==> config.mk <==
export PLATFORM = sky130hd
export DESIGN_NAME = uart_top
export DESIGN_NICKNAME = d
export VERILOG_FILES = /design/src/rtl/uart_pkg.sv /design/src/rtl/uart_if.sv /design/src/rtl/uart_channel.sv /design/src/rtl/uart_top.sv
export SDC_FILE = /design/constraint.sdc
export NUM_CORES = 1
export LEC_CHECK = 0
export ABC_AREA = 1
export CAP_MARGIN = 20
export CORE_ASPECT_RATIO = 1.1
export CORE_MARGIN = 1.5
export CORE_UTILIZATION = 60
export DETAILED_ROUTE_END_ITERATION = 8
export DONT_BUFFER_PORTS = 1
export HOLD_SLACK_MARGIN = 0.08
export PLACE_DENSITY_LB_ADDON = 0.15
export SYNTH_ARGS = -nofsm -noshare
export SYNTH_HDL_FRONTEND = slang
export SYNTH_SLANG_ARGS = --single-unit
==> constraint.sdc <==
create_clock -name clk -period 13.1 [get_ports clk]
set_clock_uncertainty 0.05 [all_clocks]
set_input_delay 2.62 -clock clk [delete_from_list [all_inputs] [get_ports clk]]
set_output_delay 2.62 -clock clk [all_outputs]
set_load 0.05 [all_outputs]
==> src/rtl/uart_pkg.sv <==
// Shared UART constants and RX/TX state encoding for both serial channels.
package uart_pkg;

  localparam int CLK_HZ     = 50_000_000;
  localparam int BAUD       = 115_200;
  localparam int BIT_TICKS  = (CLK_HZ + BAUD / 2) / BAUD;
  localparam int HALF_TICKS = BIT_TICKS / 2;

  typedef enum logic [1:0] {IDLE, START, DATA, STOP} uart_state_t;

  // Cycles per bit, rounded to nearest, for non-default clock/baud choices.
  function automatic int calc_ticks(input int clk_hz, input int baud);
    return (clk_hz + baud / 2) / baud;
  endfunction

endpackage

==> src/rtl/uart_if.sv <==
// Byte-level valid/ready link between a uart_channel and its user logic.
interface uart_if;

  logic [7:0] tx_dat;
  logic       tx_vld;
  logic       tx_rdy;
  logic [7:0] rx_dat;
  logic       rx_vld;

  modport master (output tx_dat, tx_vld, input tx_rdy, rx_dat, rx_vld);
  modport slave  (input tx_dat, tx_vld, output tx_rdy, rx_dat, rx_vld);

endinterface

==> src/rtl/uart_channel.sv <==
// One 8N1 channel: 2-flop rxd sync, mid-bit sampling RX, registered-line TX.
// rx_vld is a 1-cycle pulse with no backpressure; tx_rdy is high only while TX is idle.
module uart_channel import uart_pkg::*; #(
  parameter int TICKS = BIT_TICKS
) (
  input  logic clk,
  input  logic rst,
  input  logic rxd,
  output logic txd,
  uart_if.slave bus
);

  localparam int CW = $clog2(TICKS + 1);
  localparam logic [CW-1:0] BIT_LAST  = CW'(TICKS - 1);
  localparam logic [CW-1:0] HALF_LAST = CW'(TICKS / 2 - 1);

  logic rx_meta, rx_sync, rx_prev;

  uart_state_t rx_state, rx_state_n;
  logic [CW-1:0] rx_cnt, rx_cnt_n;
  logic [2:0] rx_bit, rx_bit_n;
  logic [7:0] rx_shift, rx_shift_n;
  logic rx_vld_q, rx_vld_n;

  uart_state_t tx_state, tx_state_n;
  logic [CW-1:0] tx_cnt, tx_cnt_n;
  logic [2:0] tx_bit, tx_bit_n;
  logic [7:0] tx_shift, tx_shift_n;
  logic txd_n;

  assign bus.rx_dat = rx_shift;
  assign bus.rx_vld = rx_vld_q;
  assign bus.tx_rdy = (tx_state == IDLE);

  always_ff @(posedge clk or posedge rst) begin
    if (rst) begin
      rx_meta  <= 1'b1;
      rx_sync  <= 1'b1;
      rx_prev  <= 1'b1;
      rx_state <= IDLE;
      rx_cnt   <= '0;
      rx_bit   <= '0;
      rx_shift <= '0;
      rx_vld_q <= 1'b0;
      tx_state <= IDLE;
      tx_cnt   <= '0;
      tx_bit   <= '0;
      tx_shift <= '0;
      txd      <= 1'b1;
    end else begin
      rx_meta  <= rxd;
      rx_sync  <= rx_meta;
      rx_prev  <= rx_sync;
      rx_state <= rx_state_n;
      rx_cnt   <= rx_cnt_n;
      rx_bit   <= rx_bit_n;
      rx_shift <= rx_shift_n;
      rx_vld_q <= rx_vld_n;
      tx_state <= tx_state_n;
      tx_cnt   <= tx_cnt_n;
      tx_bit   <= tx_bit_n;
      tx_shift <= tx_shift_n;
      txd      <= txd_n;
    end
  end

  always_comb begin
    rx_state_n = rx_state;
    rx_cnt_n   = rx_cnt + 1'b1;
    rx_bit_n   = rx_bit;
    rx_shift_n = rx_shift;
    rx_vld_n   = 1'b0;
    case (rx_state)
      IDLE: begin
        rx_cnt_n = '0;
        if (rx_prev && !rx_sync) rx_state_n = START;
      end
      START: if (rx_cnt == HALF_LAST) begin
        rx_cnt_n   = '0;
        rx_bit_n   = '0;
        rx_state_n = rx_sync ? IDLE : DATA;
      end
      DATA: if (rx_cnt == BIT_LAST) begin
        rx_cnt_n   = '0;
        rx_shift_n = {rx_sync, rx_shift[7:1]};
        rx_bit_n   = rx_bit + 1'b1;
        if (rx_bit == 3'd7) rx_state_n = STOP;
      end
      STOP: if (rx_cnt == BIT_LAST) begin
        rx_cnt_n   = '0;
        rx_vld_n   = rx_sync;
        rx_state_n = IDLE;
      end
      default: rx_state_n = IDLE;
    endcase
  end

  // The line register follows the next state so each bit holds exactly TICKS cycles.
  always_comb begin
    tx_state_n = tx_state;
    tx_cnt_n   = tx_cnt + 1'b1;
    tx_bit_n   = tx_bit;
    tx_shift_n = tx_shift;
    case (tx_state)
      IDLE: begin
        tx_cnt_n = '0;
        if (bus.tx_vld) begin
          tx_shift_n = bus.tx_dat;
          tx_state_n = START;
        end
      end
      START: if (tx_cnt == BIT_LAST) begin
        tx_cnt_n   = '0;
        tx_bit_n   = '0;
        tx_state_n = DATA;
      end
      DATA: if (tx_cnt == BIT_LAST) begin
        tx_cnt_n   = '0;
        tx_shift_n = {1'b0, tx_shift[7:1]};
        tx_bit_n   = tx_bit + 1'b1;
        if (tx_bit == 3'd7) tx_state_n = STOP;
      end
      STOP: if (tx_cnt == BIT_LAST) begin
        tx_cnt_n   = '0;
        tx_state_n = IDLE;
      end
      default: tx_state_n = IDLE;
    endcase
    txd_n = 1'b1;
    if (tx_state_n == START)     txd_n = 1'b0;
    else if (tx_state_n == DATA) txd_n = tx_shift_n[0];
  end

endmodule

==> src/rtl/uart_top.sv <==
// Primary echo + aux forward onto rs232_txd (echo wins ties), button-triggered aux send.
// Pending bytes wait one per source; a byte arriving at a full pending register is dropped.
module uart_top #(
  parameter int CLK_HZ = uart_pkg::CLK_HZ,
  parameter int BAUD   = uart_pkg::BAUD
) (
  input  logic       clk,
  input  logic [3:0] buttons,
  input  logic [7:0] switches,
  input  logic       rs232_rxd,
  output logic       rs232_txd,
  input  logic       rs232_rxd_a,
  output logic       rs232_txd_a
);

  import uart_pkg::*;

  localparam int TICKS = calc_ticks(CLK_HZ, BAUD);

  logic rst;
  logic unused_buttons;
  logic btn_meta, btn_sync, btn_prev, press;
  logic aux_pend;
  logic [7:0] aux_dat;
  logic echo_pend, fwd_pend;
  logic [7:0] echo_dat, fwd_dat;
  logic take_echo, take_fwd;

  assign rst            = buttons[3];
  assign unused_buttons = &{1'b0, buttons[2:1]};

  uart_if prim ();
  uart_if aux ();

  uart_channel #(.TICKS(TICKS)) u_prim (
    .clk(clk), .rst(rst), .rxd(rs232_rxd), .txd(rs232_txd), .bus(prim.slave)
  );

  uart_channel #(.TICKS(TICKS)) u_aux (
    .clk(clk), .rst(rst), .rxd(rs232_rxd_a), .txd(rs232_txd_a), .bus(aux.slave)
  );

  assign press       = btn_sync & ~btn_prev;
  assign aux.tx_vld  = aux_pend;
  assign aux.tx_dat  = aux_dat;

  assign take_echo    = echo_pend & prim.tx_rdy;
  assign take_fwd     = fwd_pend & ~echo_pend & prim.tx_rdy;
  assign prim.tx_vld  = echo_pend | fwd_pend;
  assign prim.tx_dat  = echo_pend ? echo_dat : fwd_dat;

  always_ff @(posedge clk or posedge rst) begin
    if (rst) begin
      btn_meta  <= 1'b1;
      btn_sync  <= 1'b1;
      btn_prev  <= 1'b1;
      aux_pend  <= 1'b0;
      aux_dat   <= '0;
      echo_pend <= 1'b0;
      echo_dat  <= '0;
      fwd_pend  <= 1'b0;
      fwd_dat   <= '0;
    end else begin
      btn_meta <= buttons[0];
      btn_sync <= btn_meta;
      btn_prev <= btn_sync;

      // A press only counts while the aux transmitter is idle.
      if (aux_pend) begin
        if (aux.tx_rdy) aux_pend <= 1'b0;
      end else if (press && aux.tx_rdy) begin
        aux_pend <= 1'b1;
        aux_dat  <= switches;
      end

      if (take_echo) echo_pend <= 1'b0;
      else if (prim.rx_vld && !echo_pend) begin
        echo_pend <= 1'b1;
        echo_dat  <= prim.rx_dat;
      end

      if (take_fwd) fwd_pend <= 1'b0;
      else if (aux.rx_vld && !fwd_pend) begin
        fwd_pend <= 1'b1;
        fwd_dat  <= aux.rx_dat;
      end
    end
  end

endmodule

==> impl_metrics.yaml <==
run_status:
  status: "completed"
clock_tree:
  root_buffer: "clkbuf_8"
  htree_levels: 4
  cts_hold_buf: 0
  cts_tree: "done"
  clock_path_buffers: 2
  clkSinkCount: 128
  clock_latency_ns: 0.53
  numCtsBuffers: 17
  clk_pin_slew_ns: 0.06
  post_cts.repair.setup_buffers: 0
  ctsResizeCount: 0
layout:
  num_antenna_cells: 0
  fin_nets: 707
  fin_util: 0.6870
  layout-drive-gt1-share: 0.1477
  n_fill_cell: 767
  stdcell_area_um2: 6729
  syn_to_final_growth_pct: 11.93
worst_setup_path:
  path_class: "flip-flop to output port"
  worst_ep_arrival_time_ns: 1.21
  required_ns: 10.43
  end_kind: "output port"
  crit_fanout: 1
  critPathLaunchType: "flip-flop"
power_and_ir_drop:
  finalPower_uw: 1149
  p_per_area_nw_per_um2: 170.8
  power.leakage_uw: 0.003200
  ir_worst_vdd_v: 0.0001017
placement:
  place.gp.congestion: 0.7990
  placed_area_um2: 6118
  place_hpwl_um: 7126
  port_buffers: 0
synth:
  ys_types: 44
  syn_nets: 694
  synth_area_um2: 6012
  synth_cells: 651
  synthFlopType: "dfrtp_1"
  synthArstFlopShare: 1.000
  ys_seq_area_frac: 0.5351
  synth_edf_count: 0
  synth-seq-cells: 128
  postSynthAreaPerCell_um2: 9.235
  yosysWarnings: 0
floorplan:
  io_pins: 17
  core_um2: 9794
  rows: 38
  die_y_um: 108.0
  die_x_um: 98.44
  start_util: 0.6138
  die-area_um2: 10630
timing:
  drv_slew: 0
  rsz0062_at_grt: "false"
  max_slew_margin: 0.3821
  tns_ns: 0
  finalSetupViolCount: 0
  min_period_over_period: 0.2959
  hold_viol: 0
  fmax_mhz: 258.0
  tightestPinTransition_ns: 0.9269
  post-route-min-period_ns: 3.877
global_route:
  grt.met3_usage: 0.07046
  grt_max_degree: 77
  overflow: 0
  grtUsageMet2: 0.3782
  grt_use_total: 0.2109
  first_global_vias: 4224
  grt_util_met1: 0.2334
  grt_first_pass_wirelength_um: 17720
  antenna_found_initial: 0
  grt.busiest_layer: "met2"
drt:
  vias: 4247
  drt-initial-drc-count: 175
  vias_per_cell: 5.329
  drcViolationCount: 0
  wire_per_inst_um: 13.00
  drtPass1Iterations: 4
  routed_wirelength_um: 10360
  ant_nets: 0
job:
  cap_violations: 0
hold_path:
  hold_path.class: "flip-flop to flip-flop"
[through the flow]
stage,hold slack (ns),cells,setup slack [ns]
after floorplan,0.2952,651,7.036
after global placement,0.2974,765,9.019
after detailed placement,0.2972,765,8.979
after CTS,0.3053,797,9.209
after global routing,0.3122,797,9.195
final,0.3041,797,9.223
[flip-flops by register name, indices dropped and copies added (netlist names), 2 cells and up, named ones only]
register,flops
u_prim.tx_shift,8
u_prim.tx_cnt,9
u_prim.tx_state,2
u_aux.rx_cnt,9
u_aux.tx_bit,3
u_prim.rx_bit,3
u_aux.tx_cnt,9
u_prim.bus.rx_dat,8
u_aux.tx_state,2
u_aux.rx_bit,3
aux.tx_dat,8
u_aux.bus.rx_dat,8
u_prim.tx_bit,3
u_aux.tx_shift,8
fwd_dat,8
u_prim.rx_cnt,9
echo_dat,8
[logic make-up after synthesis]
family | synth area share
AO/OA/AOI/OAI | 0.09927
adder cells (fa/ha/maj) | 0.05827
XOR/XNOR | 0.01165
AND/OR/NAND/NOR | 0.2123
flip-flops | 0.5351
multiplexers | 0.01498
buffers and inverters | 0.06847
[layout by cell type, fill, tap and decap left out, drive strengths merged, types with 11 or more instances in the layout]
| cell type | synthesis | routed |
|---|---|---|
| clkbuf | 2 | 28 |
| nor3 | 19 | 19 |
| o21ai | 55 | 55 |
| nand3 | 36 | 36 |
| dfrtp | 117 | 117 |
| inv | 94 | 94 |
| dfstp | 11 | 11 |
| a21oi | 16 | 16 |
| nor2 | 65 | 65 |
| ha | 28 | 28 |
| nand2 | 148 | 148 |
[routing by layer]
| layer | routed length (µm) | share of wire |
|---|---|---|
| met1 | 4504 | 0.43 |
| met4 | 127 | 0.012 |
| met5 | 0 | 0 |
| met3 | 325 | 0.031 |
| met2 | 5402 | 0.52 |
[final cells by class]
class / count / area [µm²] / area share
Clock buffer: 28 / 515.5 / 0.07661
Clock inverter: 4 / 95.09 / 0.01413
Inverter: 95 / 360.3 / 0.05355
Multi-Input combinational cell: 421 / 2384 / 0.3542
Sequential cell: 128 / 3217 / 0.4781
Tap cell: 120 / 150.1 / 0.02231
Timing Repair Buffer: 1 / 7.507 / 0.001116
[final timing paths]
path,end,start,slack (ns),cells after the start
min in group asynchronous,fwd_pend,buttons[3],2.01,1
setup reg to reg,u_aux.bus.rx_dat[2],u_aux.rx_state[0],11.21,5
hold reg to reg,btn_sync,btn_meta,0.30,0
hold / removal,btn_sync,btn_meta,0.30,0
setup / recovery,rs232_txd_a,u_aux.txd,9.22,0
max in group asynchronous,u_aux.rx_cnt[3],buttons[3],9.63,2
[synthesized netlist by cell type (2+ instances only)]
library cell	count	share of area
nand3_2	3	0.0050
clkbuf_1	2	0.0012
o21ai_0	34	0.028
xnor2_1	6	0.0087
o221ai_1	6	0.0087
nor3_2	7	0.012
a22oi_1	6	0.0075
inv_2	5	0.0031
o21ai_2	9	0.013
o21a_1	3	0.0037
nand4_1	4	0.0042
xor2_1	2	0.0029
nand2_1	137	0.086
nand2_2	10	0.010
a31oi_1	6	0.0062
nor3_1	12	0.010
nor3b_1	2	0.0025
ha_1	28	0.058
a22o_1	2	0.0029
a21oi_1	15	0.012
nand3_1	33	0.027
inv_1	89	0.056
o21ai_1	12	0.010
nor2_1	51	0.032
mux2_2	8	0.015
dfrtp_1	117	0.49
nor2_2	13	0.014
dfstp_2	11	0.048
buf_6	3	0.0056
[power breakdown]
group,internal [µW],switching (µW),leakage (µW),total [µW]
Combinational,64.6,116,0.00120,180
Clock,320,159,0.000300,479
Sequential,448,41.5,0.00170,490
No activity file was read; power rests on OpenSTA's default activity.
